$ cat src/rtl/piece_rng.sv
// piece_rng: free-running Fibonacci XNOR LFSR with seed load, plus a
// request/valid draw engine that rejection-samples a uniform piece index
// in 0..NUM_PIECES-1 with a bounded retry count and a lowest-index fallback.
// Optional bag mode (macro PIECE_RNG_BAG_EN) makes every run of NUM_PIECES
// consecutive draws a permutation of 0..NUM_PIECES-1.
module piece_rng #(
  parameter int unsigned LFSR_W     = 10,
  parameter int unsigned NUM_PIECES = 7,
  parameter int unsigned PIECE_W    = 3,
  parameter int unsigned MAX_TRIES  = 16
) (
  input  logic               clk,
  input  logic               reset,
  input  logic               seed_load,
  input  logic [LFSR_W-1:0]  seed,
  input  logic               req,
  output logic               busy,
  output logic               piece_valid,
  output logic [PIECE_W-1:0] piece
);

  localparam int unsigned TRIES_W = 8;
  localparam int unsigned CMP_W   = PIECE_W + 1;
  localparam logic [TRIES_W-1:0] LAST_TRY = TRIES_W'(MAX_TRIES - 1);
  localparam logic [CMP_W-1:0]   NUM_P    = CMP_W'(NUM_PIECES);

  // XNOR tap positions per width; tap n maps to ps bit n-1
  function automatic logic [15:0] tap_mask(input int unsigned w);
    case (w)
      8:       tap_mask = 16'h00B8;
      9:       tap_mask = 16'h0110;
      10:      tap_mask = 16'h0240;
      11:      tap_mask = 16'h0500;
      12:      tap_mask = 16'h0829;
      13:      tap_mask = 16'h100D;
      14:      tap_mask = 16'h2015;
      15:      tap_mask = 16'h6000;
      16:      tap_mask = 16'hD008;
      default: tap_mask = 16'h0000;
    endcase
  endfunction

  localparam logic [15:0]       TAPS_ALL = tap_mask(LFSR_W);
  localparam logic [LFSR_W-1:0] TAPS     = TAPS_ALL[LFSR_W-1:0];

  typedef enum logic {IDLE, DRAW} state_e;

  logic [LFSR_W-1:0]  ps_q, ps_d;
  logic               fb;
  state_e             state_q, state_d;
  logic [TRIES_W-1:0] tries_q, tries_d;
  logic [PIECE_W-1:0] piece_q, piece_d;
  logic               piece_valid_q, piece_valid_d;
  logic               busy_q, busy_d;
  logic [PIECE_W-1:0] cand;
  logic               cand_ok;
  logic [PIECE_W-1:0] fallback;

`ifdef PIECE_RNG_BAG_EN
  logic [NUM_PIECES-1:0] mask_q, mask_d;
  logic                  cand_used;
`endif

  assign busy        = busy_q;
  assign piece_valid = piece_valid_q;
  assign piece       = piece_q;

  // LFSR next value; a load beats stepping and the XNOR lock-up seed maps to 0
  always_comb begin
    fb = ~^(ps_q & TAPS);
    if (seed_load) begin
      ps_d = (&seed) ? '0 : seed;
    end else begin
      ps_d = {ps_q[LFSR_W-2:0], fb};
    end
  end

`ifdef PIECE_RNG_BAG_EN
  // Candidate is accepted only if in range and not yet drawn from this bag
  always_comb begin
    cand      = ps_q[PIECE_W-1:0];
    cand_used = 1'b0;
    fallback  = '0;
    for (int i = 0; i < int'(NUM_PIECES); i++) begin
      if (mask_q[i] && (cand == PIECE_W'(i))) cand_used = 1'b1;
    end
    for (int i = int'(NUM_PIECES) - 1; i >= 0; i--) begin
      if (!mask_q[i]) fallback = PIECE_W'(i);
    end
    cand_ok = ({1'b0, cand} < NUM_P) && !cand_used;
  end

  // Mark the drawn piece; a full bag starts over on the same edge
  always_comb begin
    mask_d = mask_q;
    if (piece_valid_d) begin
      for (int i = 0; i < int'(NUM_PIECES); i++) begin
        if (piece_d == PIECE_W'(i)) mask_d[i] = 1'b1;
      end
      if (&mask_d) mask_d = '0;
    end
  end

  // Bag mask register; untouched by seed loads
  always_ff @(posedge clk) begin
    if (reset) mask_q <= '0;
    else       mask_q <= mask_d;
  end
`else
  // Candidate is accepted only if in range; fallback is always index 0
  always_comb begin
    cand     = ps_q[PIECE_W-1:0];
    fallback = '0;
    cand_ok  = ({1'b0, cand} < NUM_P);
  end
`endif

  // Draw FSM next-state and registered-output logic
  always_comb begin
    state_d       = state_q;
    tries_d       = tries_q;
    piece_d       = piece_q;
    piece_valid_d = 1'b0;
    case (state_q)
      IDLE: begin
        if (req) begin
          state_d = DRAW;
          tries_d = '0;
        end
      end
      DRAW: begin
        if (cand_ok) begin
          piece_d       = cand;
          piece_valid_d = 1'b1;
          state_d       = IDLE;
        end else if (tries_q == LAST_TRY) begin
          piece_d       = fallback;
          piece_valid_d = 1'b1;
          state_d       = IDLE;
        end else begin
          tries_d = tries_q + TRIES_W'(1);
        end
      end
      default: state_d = IDLE;
    endcase
    busy_d = (state_d == DRAW);
  end

  // State, LFSR and output registers
  always_ff @(posedge clk) begin
    if (reset) begin
      ps_q          <= '0;
      state_q       <= IDLE;
      tries_q       <= '0;
      piece_q       <= '0;
      piece_valid_q <= 1'b0;
      busy_q        <= 1'b0;
    end else begin
      ps_q          <= ps_d;
      state_q       <= state_d;
      tries_q       <= tries_d;
      piece_q       <= piece_d;
      piece_valid_q <= piece_valid_d;
      busy_q        <= busy_d;
    end
  end

endmodule

$ cat config.mk
export PLATFORM = sky130hd
export DESIGN_NAME = piece_rng
export DESIGN_NICKNAME = d
export VERILOG_FILES = /design/src/rtl/piece_rng.sv
export SDC_FILE = /design/constraint.sdc
export NUM_CORES = 1
export LEC_CHECK = 0
export BUFFER_PORTS_ARGS = -buffer_cell sky130_fd_sc_hd__buf_2
export CAP_MARGIN = 20
export CORE_MARGIN = 2
export CORE_UTILIZATION = 57
export DETAILED_ROUTE_END_ITERATION = 12
export PLACE_DENSITY = 0.78
export SLEW_MARGIN = 20
export SYNTH_ARGS = -nofsm -noshare
export SYNTH_HDL_FRONTEND = slang
export SYNTH_SLANG_ARGS = --single-unit
$ cat constraint.sdc
create_clock -name clk -period 4.25 [get_ports clk]
set_clock_uncertainty 0.05 [all_clocks]
set_input_delay 0.2125 -clock clk [delete_from_list [all_inputs] [get_ports clk]]
set_output_delay 0.2125 -clock clk [all_outputs]
set_load 0.01 [all_outputs]
# Word level (Yosys, flattened, before mapping)
# Index checks and enable logic that the tools add are counted.
# op_classes
n_addsub	1
multipliers	0
div	0
n_lt_le_gt_ge	1
eq_ne	4
n_shift	0
n_mux	14
bitwise_logic	1
reduce_logical	6
# op_table
operator	n
2-to-1 mux 8 bit	3
2-to-1 mux 10 bit	2
one-hot mux 8 bit (2 select lines)	1
AND reduction 10 bit	1
XNOR reduction 10 bit	1
adder 8 x 1 -> 8 bit, second input constant	1
equality test 8 x 4 -> 1 bit, second input constant	1
2-to-1 mux 3 bit	2
inequality test 2 bit, second input constant	3
2-to-1 mux 1 bit	5
< comparator 3 bit, second input constant	1
AND reduction 3 bit	1
one-hot mux 1 bit (2 select lines)	1
AND reduction 2 bit	1
nonzero test 2 bit	1
OR reduction 2 bit	1
inverter 1 bit	1
# word_totals
regBits	23
latchBits	0
mem_bits_rw	0
romBits	0
input_bits	14
out_inout_bits	5
word_cells	32
n_memories	0

# Longest topological paths before layout
# Gate-level depths: netlist of the first run.
# logic_depth
ltp_word	4
ltp_mapped	5
mapped_depth_nobuf	5

# Worst setup path after synthesis of the first run
# OpenSTA, ideal clock, no wires.
# synth_timing
kind	reg2reg
from	register busy (netlist name)
to	register tries_q[6]
setup_time_ps	120
arrival_ps	1376
t_required_ps	4080
path_slack_ps	2705
stages_incl_launch_ff	6
n_path_buf	1
period_less_slack_ps	1545
path_cell_list	dfxtp_1 -> and4_1 -> buf_6 -> nand4_4 -> o211a_1 -> a211o_1
# synth_rtl
item	line	rtl
end signal: assignment	161	tries_q <= tries_d;
end: declaration	51	logic [TRIES_W-1:0] tries_q, tries_d;

==> metrics, run 1 <==
status finished clean; synthesis-to-finish area growth 12.5%; Post-Syn Area 0.00104 mm2; # setup viols final 0; register bit count reported by yosys 23; Post-synth ARST share 0%; core area 0.00173 mm2; total gr overflow 0; GPL Wtd Cong 0.871; Iter 0 DRT Violations 31; largest net degree at the start of global routing 16; Pre-Repair DR Iteration Count 4; worst-case clock buffer depth 2; CP Launch Type flip-flop; synth warn 0; TritonCTS clock tree done; Rows 15; synth unique cells 39; H-tree depth 1; Hold Path Class input port to flip-flop; CTS sink cnt 23; Mean Syn Cell Area 10.1 um2; sink of the worst hold path ps_q[3]$_SDFF_PP0_; fin. max-slew vios 0; die area 0.00218 mm2; reg2reg end tries_q[6]$_SDFFE_PP0P_; share of cells above drive strength 1 22.1%; antenna violations before repair 0; vias in the first global route 793; via count 882; post-place setup slack 2.55 ns; Syn Inst Count 103; Largest delay share family, worst path simple AND/OR/NAND/NOR gates; setup ws final 2.52 ns; initial core utilization 60.1%; GR Util All Layers 22.5%; Nets 138; dominant synthesized flop cell dfxtp_1; Hold Buf Count CTS 0; wire length per cell 14.0 um; # DRC 0; period utilisation layout 40.6%; Critical Path Sink Type flip-flop; height of the chip 46.7 um; Synthesized Nets 118; Leak 0.524 nW; cells on worst reg2reg path 4; Power Density 304 mW/mm2; cts repair resizes 0; Slew HR 62.5%; CP max FO 9; Post-synth EDFFs 0; RSZ-0062 raised after global routing no; Reg clk slew, reported paths 0.12 ns; min Tclk post-route 1.73 ns; CTS Buf Count 3; Diodes inserted 0; RR Startpoint busy$_SDFF_PP0_; R2R Setup Slk 2.52 ns; clock latency reported for the late side of the worst-skew pair 0.30 ns; Post-DP HPWL 1.57 mm; Hold Startpoint seed[3]; Slowest cell on crit path dfxtp_1; worst slew pin tran 0.560 ns; Die Wd 46.7 um; post-synthesis sequential area ratio 44.4%; final wirelength 2.06 mm; hold depth 2; TNS Setup 0 ns; maximum vdd drop 0.261 mV; Max Clk Rate 579 MHz; Root Buffer clkbuf_4; critical path required time 4.40 ns; Buf/Inv on CP 0; # Max-Cap Violations 0; first-pass GRT wire length 3.44 mm; final hold vios 0; slowest cell delay on critical path 0.46 ns; setup bufs post-CTS 0; I/O Buffers 18; Total Power 355 uW; Setup CP Type flip-flop to flip-flop; vias per cell 6.00; I/O Pins 19; WP data arrival 1.87 ns; CP Cell Sequence and4_1 > nand4_4 > o211a_1 > a211o_1; post-route ant nets 0
## worst max path at each step
stage                    startpoint                 endpoint  slack (ns)  depth (start not counted)
floorplan           busy$_SDFF_PP0_  tries_q[6]$_SDFFE_PP0P_        2.70                          5
global route        busy$_SDFF_PP0_  tries_q[6]$_SDFFE_PP0P_        2.42                          4
finish              busy$_SDFF_PP0_  tries_q[6]$_SDFFE_PP0P_        2.52                          4
CTS                 busy$_SDFF_PP0_  tries_q[6]$_SDFFE_PP0P_        2.54                          4
global placement    busy$_SDFF_PP0_  tries_q[6]$_SDFFE_PP0P_        2.63                          4
detailed placement  busy$_SDFF_PP0_  tries_q[6]$_SDFFE_PP0P_        2.55                          4
## where the power goes
part           switching (mW)  total (mW)  leakage [nW]  internal (mW)
Sequential            0.00570       0.229         0.188          0.223
Combinational          0.0166      0.0315         0.319         0.0149
Clock                  0.0595      0.0945        0.0177         0.0351
Total                  0.0818       0.355         0.524          0.273
## cell usage after synthesis (2+ instances only)
cell type	number	area share, %
nand4_1	2	1.2
nor2_1	2	0.72
nand3_1	4	1.9
a211o_1	2	1.7
a22o_1	9	7.6
o32ai_1	3	2.5
nand2b_1	2	1.2
inv_1	2	0.72
a21o_1	2	1.4
o21ai_0	2	0.97
a21oi_1	5	2.4
and3_1	5	3.0
dfxtp_1	23	44
nand2_1	10	3.6
clkbuf_1	2	0.72
and4_1	2	1.7
and2_1	2	1.2
o311a_1	2	1.9
o21a_1	2	1.4
## placed cells by master, fill, tap and decap left out, types with 3 or more instances in the layout
| cell type | netlist | layout |
|---|---|---|
| dfxtp_1 | 23 | 23 |
| clkbuf_4 | 0 | 3 |
| a21oi_1 | 5 | 5 |
| o32ai_1 | 3 | 3 |
| a22o_1 | 9 | 9 |
| nand2_1 | 10 | 10 |
| and3_1 | 5 | 5 |
| nand3_1 | 4 | 4 |
| buf_2 | 0 | 18 |
## worst register-to-register path, delay by kind of cell, from the launching register on
| family | cells | cell delay, ns |
|---|---|---|
| AO/OA/AOI/OAI | 2 | 0.50 |
| flip-flops | 1 | 0.46 |
| AND/OR/NAND/NOR | 2 | 0.61 |
## layout make-up
type,instances,area [um2]
fill,155,559
sequential,23,460
timing repair buffer,18,90.1
tap,25,31.3
clock inverter,1,5.00
clock buffer,3,22.5
multi-input combinational,75,551
inverter,2,7.51
## sequential cells by signal (all words and copies together), names as in the netlist
name / flops
piece: 3
busy: 1
piece_valid: 1
tries_q: 8
ps_q: 10
## per-layer routing
metal  vias up  wire (um)  track usage [%]
li1        440          -                -
met1       427        919             28.9
met2        13       1070             36.9
met3         2         54             3.53
met4         0         12             10.0
met5         -          0                0
## stage by stage
stage | instances | hold WS, ns | instance area, um2 | util (%)
after global routing | 147 | 0.0689 | 1170 | 67.6
final | 147 | 0.0859 | 1170 | 67.6
after global placement | 143 | 0.375 | 1140 | 66.0
after detailed placement | 143 | 0.385 | 1140 | 66.0
after CTS | 147 | 0.0687 | 1170 | 67.6
after floorplan | 103 | 0.295 | 1040 | -
## cell families after synthesis
logic type,count (synthesis),synth area share (%)
and+or+nand+nor,38,23.5
AOI/OAI and AO/OA,34,26.5
DFF,23,44.4
buffers and inverters,5,2.53
xor gates and xnor gates,1,0.845
muxes,1,0.965
adders and majority gates,1,1.21
(Power assumes the default switching activity.)
==> run 2, diff against run 1 <==
- ABC_AREA: default -> 1
- CORE_UTILIZATION: 57 -> 54
- PLACE_DENSITY: 0.78 -> 0.74
- clock period: 4.25 -> 1.77 ns (I/O delays scaled with it)
==> run 2 against run 1 <==
Effect of this change: sequential power is 150% higher; via count is 29% higher; sequential cell count stayed put; critical path type unchanged; utilization is 1.6 points higher; cell area is 18% higher; synthesized cell count is 61% higher; non-clock buffer count is 10 higher; power grew to 2.7 times the previous value; synthesized area is 10% higher.
==> metrics, run 2 <==
commonest cells after routing, fill and taps aside nand2_1 (45), dfxtp_1 (23), nor2_1 (20); Post-synth ARST share 0% (unchanged); max FFs per register 10 (unchanged); slowest cell delay on critical path 0.37 ns (-0.09 ns); Total Power 969 uW (+170%); post-route ant nets 0 (unchanged); share of cells above drive strength 1 17.6% (-4.5 points); # setup viols final 0 (unchanged); RSZ-0062 raised after global routing no; Critical Path Sink Type flip-flop; leading area contributor after synthesis dfxtp_1; wire length per cell 11.2 um (-20%); worst slew pin tran 0.422 ns (-0.138 ns); height of the chip 50.0 um (+7.3%); period utilisation layout 79.3% (+39 points); critical path required time 1.97 ns (-2.43 ns); die area 0.00250 mm2 (+15%); Setup CP Type flip-flop to flip-flop; CP Launch Type flip-flop; Pre-Repair DR Iteration Count 4 (unchanged); TNS Setup 0 ns (unchanged); Iter 0 DRT Violations 12 (-61%); Top reg by flops ps_q; fin. max-slew vios 0 (unchanged); # Max-Cap Violations 0 (unchanged); register bit count reported by yosys 23 (unchanged); final hold vios 0 (unchanged); TritonCTS clock tree done; Nets 209 (+51%); first-pass GRT wire length 4.37 mm (+27%); setup ws final 0.366 ns (-2.16 ns); synthesis-to-finish area growth 19.9%; Post-synth top cells nand2_1 (45), dfxtp_1 (23), nor2_1 (20), a21oi_1 (18), inv_1 (13); vias in the first global route 1087 (+37%); Synth top area share 40.2% (-4.2 points); setup bufs post-CTS 0 (unchanged); Syn Inst Count 166 (+61%); Slew HR 71.9% (+9.3 points); min Tclk post-route 1.40 ns (-0.322 ns); Mean Syn Cell Area 6.90 um2 (-32%); post-synthesis sequential area ratio 40.2% (-4.2 points); H-tree depth 1 (unchanged); final wirelength 2.47 mm (+20%); vias per cell 5.19 (-13%); Root Buffer clkbuf_4; Post-Layout Cell Count 220 (+50%); synth warn 0 (unchanged); R2R Setup Slk 0.37 ns (-2.16 ns); post-place setup slack 0.385 ns (-2.17 ns); Power Density 706 mW/mm2 (+130%); CP max FO 5 (-4); Leak 0.610 nW (+16%); CTS sink cnt 23 (unchanged); Rows 16 (+1); I/O Pins 19 (unchanged); Hold Path Class input port to flip-flop; total gr overflow 0 (unchanged); Post-synth EDFFs 0 (unchanged); maximum vdd drop 0.619 mV (+140%); commonest non-fill, non-tap cell in the layout nand2_1; initial core utilization 57.8% (-2.3 points); I/O Buffers 18 (unchanged); dominant synthesized flop cell dfxtp_1; top cells by area, synth dfxtp_1 (40%), nand2_1 (15%), a21oi_1 (7.9%), nor2_1 (6.6%), o21ai_0 (5.2%); GPL Wtd Cong 0.877 (+0.76%); GR Util All Layers 22.5% (about the same); Diodes inserted 0 (unchanged); Post-DP HPWL 1.73 mm (+10%); WP data arrival 1.60 ns (-0.27 ns); antenna violations before repair 0 (unchanged); core area 0.00198 mm2 (+15%); CP Cell Sequence ha_1 > nand2_2 > nor2_4 > nand3_2 > nand2_2 > nand2_2 > nand3_1 > nand2_1 > nor2_2; Die Wd 50.0 um (+7.3%); status finished clean; placed cell count 206 (+44%); count leader, synth nand2_1; Slowest cell on crit path dfxtp_1; Synthesized Nets 181 (+53%); synth unique cells 20 (-49%); CTS Buf Count 3 (unchanged); worst-case clock buffer depth 2 (unchanged); via count 1142 (+29%); clock latency reported for the late side of the worst-skew pair 0.30 ns (about the same); Post-Syn Area 0.00114 mm2 (+10%); most used cell along the critical path nand2_2; Reg clk slew, reported paths 0.12 ns (about the same); # DRC 0 (unchanged); largest net degree at the start of global routing 21 (+5); Max Clk Rate 712 MHz (+23%)
run 2: worst max-delay path: cells and delay by family, from the launching register on:
kind | cells | cell delay (ns)
flops | 1 | 0.37
fa+ha+maj | 1 | 0.19
simple gates | 8 | 0.74
run 2: cell families after synthesis:
group,share of synthesized area [%]
buf+inv,7.21
fa+ha+maj,1.09
flops,40.2
simple gates,37.7
compound gates,13.8
run 2: path summary, 6_finish.rpt:
kind,start,end,depth (start not counted)
setup reg to reg,tries_q[0]$_SDFFE_PP0P_,tries_q[5]$_SDFFE_PP0P_,9
hold reg to reg,piece[0]$_SDFFE_PP0P_,piece[0]$_SDFFE_PP0P_,2
hold / removal,reset,busy$_SDFF_PP0_,2
setup / recovery,tries_q[0]$_SDFFE_PP0P_,tries_q[5]$_SDFFE_PP0P_,9
run 2: layout make-up:
| cell class | instances | area [um2] |
|---|---|---|
| Multi-Input combinational cell | 122 | 602 |
| Tap cell | 27 | 33.8 |
| Clock buffer | 4 | 26.3 |
| Inverter | 16 | 60.1 |
| Sequential cell | 23 | 460 |
| Timing Repair Buffer | 28 | 190 |
| Fill cell | 170 | 609 |
run 2: timing repair:
item / in CTS / in global routing
endpoints found under the hold margin: 10 / 0
resized for setup: 0 / 0
hold buffers: 10 / 0
setup endpoints to repair: 0 / 0
run 2: per-layer routing:
metal / track usage, % / wire length [um]
met1: 25.2 / 1090
met2: 40.6 / 1290
met3: 4.55 / 77
met4: 9.72 / 23
met5: 0 / 0
run 2: where the power goes:
part | total [mW] | internal [mW] | switching, mW
Combinational | 0.166 | 0.0680 | 0.0984
Sequential | 0.567 | 0.546 | 0.0214
Clock | 0.235 | 0.0878 | 0.147
Total | 0.969 | 0.702 | 0.267
run 2: through the flow:
step / hold slack (ns) / util, % / area, um2
floorplan: 0.178 / - / 1140
global placement: 0.301 / 62.9 / 1250
detailed placement: 0.310 / 62.9 / 1250
finish: 0.0308 / 69.3 / 1370
global route: 0.0118 / 69.3 / 1370
CTS: 0.0130 / 69.3 / 1370
==> run 3, diff against run 2 <==
- ABC_AREA: 1 -> 0
- CORE_UTILIZATION: 54 -> 53
- clock period: 1.77 -> 1.46 ns (I/O delays scaled with it)
==> run 3 against run 2 <==
Effect of this change: the run now ends with negative setup slack left; clock power grew 23%; die area shrank 7.1%; power increased by 13%; largest cell class unchanged; highest routed layer unchanged.
==> metrics, run 3 (synthesis results as in run 1) <==
Largest delay share family, worst path simple AND/OR/NAND/NOR gates; Leak 0.670 nW (+9.9%); total gr overflow 0 (unchanged); WP data arrival 1.74 ns (+0.14 ns); min Tclk post-route 1.54 ns (+0.133 ns); RSZ-0062 raised after global routing yes; # DRC 0 (unchanged); Diodes inserted 0 (unchanged); CP Cell Sequence ha_4 > nand4b_1 > o21ai_4 > nor3b_4 > a211o_1; GR Util All Layers 24.6% (+2.0 points); status complete, but fails checks; placed cell count 162 (-21%); clock latency reported for the late side of the worst-skew pair 0.30 ns (about the same); Top reg by flops ps_q; Buf/Inv on CP 0 (unchanged); post-place setup slack -0.0718 ns (-0.456 ns); GPL Wtd Cong 0.800 (-8.8%); share of cells above drive strength 1 35.1% (+17 points); Power Density 755 mW/mm2 (+6.9%); Root Buffer clkbuf_4; vias per cell 5.67 (+9.3%); Pre-Repair DR Iteration Count 4 (unchanged); commonest cells after routing, fill and taps aside buf_4 (19), buf_2 (18), dfxtp_1 (18); TritonCTS clock tree done; Rows 16 (unchanged); register area 469 um2 (+1.9%); Psw 265 uW (-0.86%); CTS Buf Count 3 (unchanged); area of the multi-input gates 574 um2 (-4.6%); core area 0.00190 mm2 (-4.0%); Reg clk slew, reported paths 0.13 ns (about the same); via count 1010 (-12%); # setup viols final 5 (+5); clock group share of total power 26.5% (+2.2 points); failing checks negative setup slack; height of the chip 48.2 um (-3.6%); switching part of the total power 24.3% (-3.3 points); internal power 826 uW (+18%); synthesis-to-finish area growth 39.3%; # Max-Cap Violations 0 (unchanged); combinational cell fraction of total power 13.0% (-4.2 points); fin. max-slew vios 0 (unchanged); initial core utilization 54.5% (-3.2 points); H-tree depth 1 (unchanged); critical path required time 1.67 ns (-0.30 ns); final wirelength 2.63 mm (+6.5%); wire length per cell 14.8 um (+32%); first-pass GRT wire length 3.93 mm (-10%); vias in the first global route 911 (-16%); maximum vdd drop 0.681 mV (+10%); sequential power share 60.4% (+1.8 points); I/O Buffers 18 (unchanged); antenna violations before repair 0 (unchanged); slowest cell delay on critical path 0.38 ns (about the same); die area 0.00233 mm2 (-7.1%); Setup CP Type flip-flop to flip-flop; commonest non-fill, non-tap cell in the layout buf_4; period utilisation layout 105% (+26 points); final hold vios 0 (unchanged); I/O Pins 19 (unchanged); # fillers 125 (-26%); Slowest cell on crit path dfxtp_2; Slew HR 57.4% (-15 points); worst-case clock buffer depth 2 (unchanged); CP Launch Type flip-flop; Critical Path Sink Type flip-flop; largest net degree at the start of global routing 16 (-24%); CP max FO 4 (-1); Iter 0 DRT Violations 26 (+14); post-route ant nets 0 (unchanged); worst slew pin tran 0.637 ns (+0.216 ns); Max Clk Rate 651 MHz (-8.7%); max FFs per register 10 (unchanged); Die Wd 48.2 um (-3.6%); CTS sink cnt 23 (unchanged); Hold Path Class input port to flip-flop; setup ws final -0.0771 ns (-0.443 ns); Nets 167 (-20%); Post-Layout Cell Count 178 (-19%)
## run 3: changes by cell type in the layout (fill, tap and decap cells not counted), moves of 5 or more
cell / change
o21ai_0: -10
nand2_1: -35
a22o_1: +9
buf_4: +19
a21oi_1: -13
dfxtp_1: -5
and3_1: +5
inv_1: -11
nor2_1: -18
## run 3: power by group through the flow
stage	logic (mW)	registers (mW)	clock network, mW
3_5_place_dp	0.114	0.673	0
3_3_place_gp	0.111	0.673	0
4_1_cts	0.134	0.659	0.294
2_1_floorplan	0.0499	0.679	0
5_1_grt	0.154	0.661	0.318
6_report	0.142	0.659	0.289
## run 3: worst paths after layout
kind | startpoint | endpoint | slack [ns] | depth (start not counted)
setup / recovery | tries_q[1]$_SDFFE_PP0P_ | tries_q[6]$_SDFFE_PP0P_ | -0.08 | 5
setup reg to reg | tries_q[1]$_SDFFE_PP0P_ | tries_q[6]$_SDFFE_PP0P_ | -0.08 | 5
hold reg to reg | ps_q[4]$_SDFF_PP0_ | ps_q[5]$_SDFF_PP0_ | 0.42 | 1
hold / removal | seed_load | ps_q[4]$_SDFF_PP0_ | 0.05 | 3
## run 3: repair_timing
action	CTS	global route
endpoints found under the setup margin	8	21
pin swaps	7	3
buffers inserted	1	1
hold buffers	10	0
endpoints found under the hold margin	10	0
gates resized for setup	0	5
## run 3: per-layer routing
layer / part of all wire (%) / track usage, %
met3: 3.7 / 5.19
met4: 1.4 / 8.65
met2: 51 / 41.8
met5: 0 / 0
met1: 44 / 30.5
## run 3: cell type report
cell class,count,area share [%]
Timing Repair Buffer,47,23.0
Inverter,2,0.519
Tap cell,27,2.34
Multi-Input combinational cell,75,39.7
Sequential cell,23,32.5
Clock inverter,1,0.346
Clock buffer,3,1.56
## run 3: worst reg2reg max path: stages (launching register included)
cell and delay (ns):
dfxtp_2 0.38, ha_4 0.14, nand4b_1 0.21, o21ai_4 0.24, nor3b_4 0.29, a211o_1 0.17
## run 3: per-stage QoR
step                hold WS, ns  power, mW  cell area (um2)  util, %  TNS, ns
global route             0.0389       1.13             1450     76.0    -1.08
global placement          0.256      0.784             1280     67.1  -0.0440
floorplan                 0.156      0.729             1040        -        0
CTS                      0.0180       1.09             1410     74.2   -0.247
finish                   0.0460       1.09             1450     76.0   -0.260
detailed placement        0.258      0.787             1280     67.1   -0.226
